## config.mk

```make
export PLATFORM = sky130hd
export DESIGN_NAME = fc_ctrl
export DESIGN_NICKNAME = d
export VERILOG_FILES = /design/src/rtl/fc_ctrl_pkg.sv /design/src/rtl/fc_ctrl.sv
export SDC_FILE = /design/constraint.sdc
export NUM_CORES = 1
export LEC_CHECK = 0
export ABC_AREA = 1
export CORE_MARGIN = 5
export CORE_UTILIZATION = 45
export DETAILED_ROUTE_END_ITERATION = 10
export PLACE_DENSITY = 0.79
export SYNTH_ARGS = -nofsm -noshare
export SYNTH_HDL_FRONTEND = slang
export SYNTH_SLANG_ARGS = --single-unit
export TNS_END_PERCENT = 100
```

## constraint.sdc

```tcl
create_clock -name clk -period 1.9 [get_ports clk]
set_input_delay 0.19 -clock clk [delete_from_list [all_inputs] [get_ports clk]]
set_output_delay 0.19 -clock clk [all_outputs]
set_load 0.05 [all_outputs]
```

## src/rtl/fc_ctrl_pkg.sv

```systemverilog
// Shared definitions for the pipeline flow controller: state encodings,
// default watchdog limit and wait-counter width.
package fc_ctrl_pkg;

    localparam logic [1:0] ST_RUN    = 2'd0;
    localparam logic [1:0] ST_DWAIT  = 2'd1;
    localparam logic [1:0] ST_MDWAIT = 2'd2;
    localparam logic [1:0] ST_TFLUSH = 2'd3;

    localparam int unsigned TIMEOUT_DEF = 64;
    localparam int unsigned WAIT_CNT_W  = 8;

    function automatic logic is_wait_state(input logic [1:0] st);
        return (st == ST_DWAIT) || (st == ST_MDWAIT);
    endfunction

endpackage

```

## src/rtl/fc_ctrl.sv

```systemverilog
// Pipeline flow controller: turns jump/trap/memory-wait/mul-div events into
// per-stage flush and rollback commands, with a wait watchdog and stall counter.
module fc_ctrl
    import fc_ctrl_pkg::*;
#(
    parameter int unsigned TIMEOUT = TIMEOUT_DEF,
    parameter int unsigned CNT_W   = 32
) (
    input  logic             clk,
    input  logic             rst_n,
    input  logic             ex_jump_i,
    input  logic             mem_trap_i,
    input  logic             mem_dreq_i,
    input  logic             mem_dready_i,
    input  logic             ex_md_start_i,
    input  logic             ex_md_done_i,
    output logic             fc_bk_pc_o,
    output logic             fc_bk_ifid_o,
    output logic             fc_bk_idex_o,
    output logic             fc_bk_exmem_o,
    output logic             fc_bk_memwb_o,
    output logic             fc_flush_ifid_o,
    output logic             fc_flush_idex_o,
    output logic             fc_flush_exmem_o,
    output logic             fc_flush_memwb_o,
    output logic             fc_timeout_o,
    output logic [CNT_W-1:0] fc_stall_cnt_o,
    output logic [1:0]       fc_state_o
);

    logic [1:0]            r_state;
    logic [1:0]            w_state_nxt;
    logic [WAIT_CNT_W-1:0] r_wait_cnt;
    logic [CNT_W-1:0]      r_stall_cnt;

    logic w_dwait_entry;
    logic w_md_entry;
    logic w_run_clean;
    logic w_waiting;
    logic w_tmo_hit;
    logic w_tflush;

    assign w_dwait_entry = mem_dreq_i & ~mem_dready_i;
    assign w_md_entry    = ex_md_start_i & ~ex_md_done_i;
    assign w_waiting     = is_wait_state(r_state);
    assign w_tflush      = (r_state == ST_TFLUSH);
    assign w_tmo_hit     = (r_wait_cnt == WAIT_CNT_W'(TIMEOUT - 1));
    // Flushes are suppressed on a wait-entry cycle: the instruction is replayed later.
    assign w_run_clean   = (r_state == ST_RUN) & ~w_dwait_entry & ~w_md_entry;

    always_comb begin
        w_state_nxt = r_state;
        case (r_state)
            ST_RUN: begin
                if (w_dwait_entry)
                    w_state_nxt = ST_DWAIT;
                else if (w_md_entry)
                    w_state_nxt = ST_MDWAIT;
            end
            ST_DWAIT: begin
                if (mem_dready_i)
                    w_state_nxt = ST_RUN;
                else if (w_tmo_hit)
                    w_state_nxt = ST_TFLUSH;
            end
            ST_MDWAIT: begin
                if (ex_md_done_i)
                    w_state_nxt = ST_RUN;
                else if (w_tmo_hit)
                    w_state_nxt = ST_TFLUSH;
            end
            default: w_state_nxt = ST_RUN;
        endcase
    end

    always_ff @(posedge clk) begin
        if (!rst_n) begin
            r_state     <= ST_RUN;
            r_wait_cnt  <= '0;
            r_stall_cnt <= '0;
        end else begin
            r_state <= w_state_nxt;
            // Clearing outside the wait states is equivalent to clearing on entry.
            if (w_waiting)
                r_wait_cnt <= r_wait_cnt + WAIT_CNT_W'(1);
            else
                r_wait_cnt <= '0;
            if (w_waiting && (r_stall_cnt != '1))
                r_stall_cnt <= r_stall_cnt + CNT_W'(1);
        end
    end

    assign fc_bk_pc_o       = w_waiting;
    assign fc_bk_ifid_o     = w_waiting;
    assign fc_bk_idex_o     = w_waiting;
    assign fc_bk_exmem_o    = w_waiting;
    assign fc_bk_memwb_o    = w_waiting;

    assign fc_flush_ifid_o  = (w_run_clean & (ex_jump_i | mem_trap_i)) | w_tflush;
    assign fc_flush_idex_o  = (w_run_clean & (ex_jump_i | mem_trap_i)) | w_tflush;
    assign fc_flush_exmem_o = (w_run_clean & mem_trap_i) | w_tflush;
    assign fc_flush_memwb_o = w_tflush;

    assign fc_timeout_o     = w_tflush;
    assign fc_stall_cnt_o   = r_stall_cnt;
    assign fc_state_o       = r_state;

endmodule
```

# After elaboration in Yosys (flattened, before gate mapping)
# Index checks and enable logic that the tools add are counted.
# Widths: inputs -> output; s select.
# word_totals
ff_bits	42
in_bits	8
# op_classes
n_reduce_logical	4
n_bitwise	13
muxes	6
add_sub_neg	2
eq_ne	6
# op_table
op	n
$add 32x1->32 const B	1
$ne 32x32->1 const B	1
$mux 2	5
$add 8x1->8 const B	1
$eq 8x6->1 const B	1
$and 1x1->1	6
$pmux 2 s3	1
$eq 2x2->1 const B	2
$not 1->1	4
$ne 3x3->1 const B	1
$or 1x1->1	3
$eq 2x1->1 const B	1
$logic_not 2->1	1
$reduce_and 2->1	1
$logic_and 1x1->1	1
$logic_or 1x1->1	1

# Logic depth before layout (Yosys ltp)
# depth
depth_word	7
ltp_mapped	11

# Least setup slack after synthesis
# OpenSTA, ideal clock, no wires.
# synth_timing
kind	reg-to-output
from	register r_state[0], in the netlist fc_state_o[0]
to	output fc_flush_ifid_o
t_arrival_ns	2.493
required_ns	1.710
slack_ns	-0.783
stages_incl_launch_ff	6
path_cell_list	dfxtp_1 -> inv_1 -> ha_1 -> nand3_1 -> o21ai_0 -> buf_4
# synth_between
elab_chain_len	5
word_cells_on_any_way	6
# synth_rtl
element	line	source
start, declared	fc_ctrl.sv:31	logic [1:0] r_state;
start signal, assigned	fc_ctrl.sv:82	r_state <= w_state_nxt;
$logic_not 2->1	fc_ctrl.sv:49	assign w_run_clean = (r_state == ST_RUN) & ~w_dwait_entry & ~w_md_entry;
$and 1x1->1 (2 in a row)	fc_ctrl.sv:49	
$and 1x1->1	-	
$or 1x1->1 *	-	
end, declared	fc_ctrl.sv:22	output logic fc_flush_ifid_o,
# Every way passes the cells marked *; elsewhere a longest branch is shown, timed or not.

# Final worst setup path
# layout_timing
from	register r_state[0], in the netlist fc_state_o[0]
to	output fc_flush_memwb_o
# layout_between
elab_chain_len	1
# layout_rtl
element	line	source
$eq 2x2->1	fc_ctrl.sv:46	assign w_tflush = (r_state == ST_TFLUSH);
end, declared	fc_ctrl.sv:25	output logic fc_flush_memwb_o,
# Every way passes these cells.

==> results.sh <==
export IMPL_cp_arrival_ns=1.66
export IMPL_grt_max_degree=28
export IMPL_syn_inst=437
export IMPL_powerDensity_nw_per_um2=615
export IMPL_die_area_sq_um=7790
export IMPL_syn2layout_area_growth_pct=28.0
export IMPL_ios=52
export IMPL_period_share_pct=97.6
export IMPL_synthFlopType="dfxtp_1"
export IMPL_drive_gt1_share_pct=16.1
export IMPL_grt_pass1_vias=2525
export IMPL_cts_sinks=42
export IMPL_status="finished, final reports clean"
export IMPL_firstDrtPassIters=4
export IMPL_worstSetupStartpoint="fc_state_o[0]"
export IMPL_cp_data_required_time_ns=1.71
export IMPL_crit_family="buffers and inverters"
export IMPL_numCtsBuffers=5
export IMPL_wl_per_cell_um=11.9
export IMPL_yosys_warnings=0
export IMPL_r2r_start="fc_stall_cnt_o[11]"
export IMPL_synth_area_sq_um=2760
export IMPL_hold_depth=1
export IMPL_crit_chain="ha_2 -> clkdlybuf4s50_1"
export IMPL_grt_overflow=0
export IMPL_tritoncts="built"
export IMPL_synth_nets=451
export IMPL_final_common_cell="nand2_1"
export IMPL_fp_dieW_um=88.3
export IMPL_cts_buffer_depth=2
export IMPL_final_hold_viol_count=0
export IMPL_finClkSkew_ns=0.00862
export IMPL_vias=2748
export IMPL_cp_max_fo=5
export IMPL_ys_types=26
export IMPL_crit_slowest_cell="clkdlybuf4s50_1"
export IMPL_synthArstFlopShare_pct=0
export IMPL_placed_area_sq_um=3430
export IMPL_reg2reg_depth=10
export IMPL_worst_path_stages=2
export IMPL_hold_slack_ns=0.471
export IMPL_final_area_sq_um=3530
export IMPL_fmax_mhz=539
export IMPL_vias_per_cell=4.85
export IMPL_rows=28
export IMPL_yosysSeqAreaShare_pct=30.5
export IMPL_die_h_um=88.3
export IMPL_slew_viol_final=0
export IMPL_layout_common_cells="157 x nand2_1, 78 x nor2_1, 42 x clkdlybuf4s50_1"
export IMPL_p_leak_nw=1.28
export IMPL_endpoint_kind="primary output"
export IMPL_path_buf_inv=1
export IMPL_crit_type="reg2out"
export IMPL_tns_ns=0
export IMPL_start_kind="flip-flop"
export IMPL_grt_pass1_wl_um=11500
export IMPL_layout_setup_ws_ns=0.0452
export IMPL_hold_buffers=0
export IMPL_hp_start="r_wait_cnt[0]"
export IMPL_io_buffers=51
export IMPL_diodes=0
export IMPL_clk_pin_slew_worst_paths_ns=0.09
export IMPL_dp_hpwl_um=5230
export IMPL_grt_use_total_pct=18.5
export IMPL_hold_class="reg2reg"
export IMPL_vdd_drop_max_uv=347
export IMPL_drv_cap=0
export IMPL_ys_ff_latch=42
export IMPL_nNetsFinal=505
export IMPL_start_util_pct=46.3
export IMPL_remaining_drc_errors=0
export IMPL_gp_congestion=0.916
export IMPL_setup_viol=0
export IMPL_core_sq_um=5960
export IMPL_antenna_found_initial=0
export IMPL_clock_latency_ns=0.30
export IMPL_synth_edff_count=0
export IMPL_clockRootBuffer="clkbuf_8"
export IMPL_worst_path_largest_cell_delay_ns=0.80
export IMPL_period_minus_slack_ns=1.85
export IMPL_drt_iter0_drc=127
export IMPL_tightest_slew_ns=0.507
export IMPL_ant_nets=0
export IMPL_drt_wl_total_um=6750
export IMPL_dp_slack_ns=0.170
export IMPL_avgSynthCellArea_sq_um=6.31
export IMPL_htreeDepth=2
export IMPL_slew_headroom_pct=66.1
[final timing paths]
kind / slack (ns) / endpoint
worst max register to register: 0.11 / fc_stall_cnt_o[22]
worst min register to register: 0.47 / r_wait_cnt[0]
worst max-delay path: 0.05 / fc_flush_memwb_o
worst min-delay path: 0.47 / r_wait_cnt[0]
[power breakdown]
group          switching, mW  internal [mW]  leakage, nW
clock                  0.345          0.267       0.0491
combinational          0.394          0.242        0.883
sequential            0.0222          0.901        0.344
total                  0.762           1.41         1.28
[worst register-to-register path, delay by kind of cell (launching register included)]
family        cells  cell delay [ns]
flops             1             0.44
simple gates      9             1.06
buf+inv           1             0.19
[what timing repair did]
action	CTS	global route
setup endpoints to repair	0	8
hold endpoints to repair	0	0
gates resized for setup	0	5
setup buffers	0	0
[sequential cells by signal (all words and copies together), names as in the netlist]
signal,cells
fc_stall_cnt_o,32
fc_state_o,2
r_wait_cnt,8
[layout make-up]
class,instances,area (sq um)
multi-input cells,338,1650
flip-flops and latches,42,857
repair buffers,62,676
inverters,42,160
fillers,558,2420
clock buffers,5,68.8
clock inverters,3,23.8
well taps,75,93.8
[cells by family after synthesis]
kind of cell    count (synthesis)  synth area share [%]
fa+ha+maj                       6                  2.72
buf+inv                        57                  10.5
compound gates                 36                  9.12
flops                          42                  30.5
simple gates                  282                  42.7
xor+xnor                       14                  4.45
[Yosys cell counts, types with 2 or more instances]
cell / instances / area share, %
nand2_1: 157 / 21
nor2_1: 78 / 11
dfxtp_1: 42 / 30
inv_1: 40 / 5.4
nand3_1: 20 / 3.6
a21oi_2: 18 / 5.7
nand2_2: 11 / 2.5
a21oi_1: 10 / 1.8
xor2_1: 8 / 2.5
o21ai_0: 7 / 1.3
buf_4: 6 / 1.6
ha_1: 6 / 2.7
nand4_1: 6 / 1.4
xnor2_1: 6 / 1.9
buf_12: 3 / 2.2
buf_2: 3 / 0.54
nand2_4: 3 / 1.2
nor2_4: 3 / 1.2
clkbuf_1: 2 / 0.27
nor3_1: 2 / 0.36
[per-layer routing]
metal | GRT usage [%] | share of wire (%) | wire length, um
met5 | 0 | 0 | 0
met4 | 4.26 | 1.5 | 98
met3 | 3.26 | 6.2 | 415
met2 | 32.0 | 47 | 3150
met1 | 23.9 | 46 | 3080
[per-stage QoR]
stage	util, %	power (mW)	cells
floorplan	-	1.41	437
global placement	57.5	1.57	559
detailed placement	57.5	1.58	559
CTS	59.1	2.19	567
global route	59.3	2.27	567
finish	59.3	2.17	567
No activity file was read; power rests on OpenSTA's default activity.
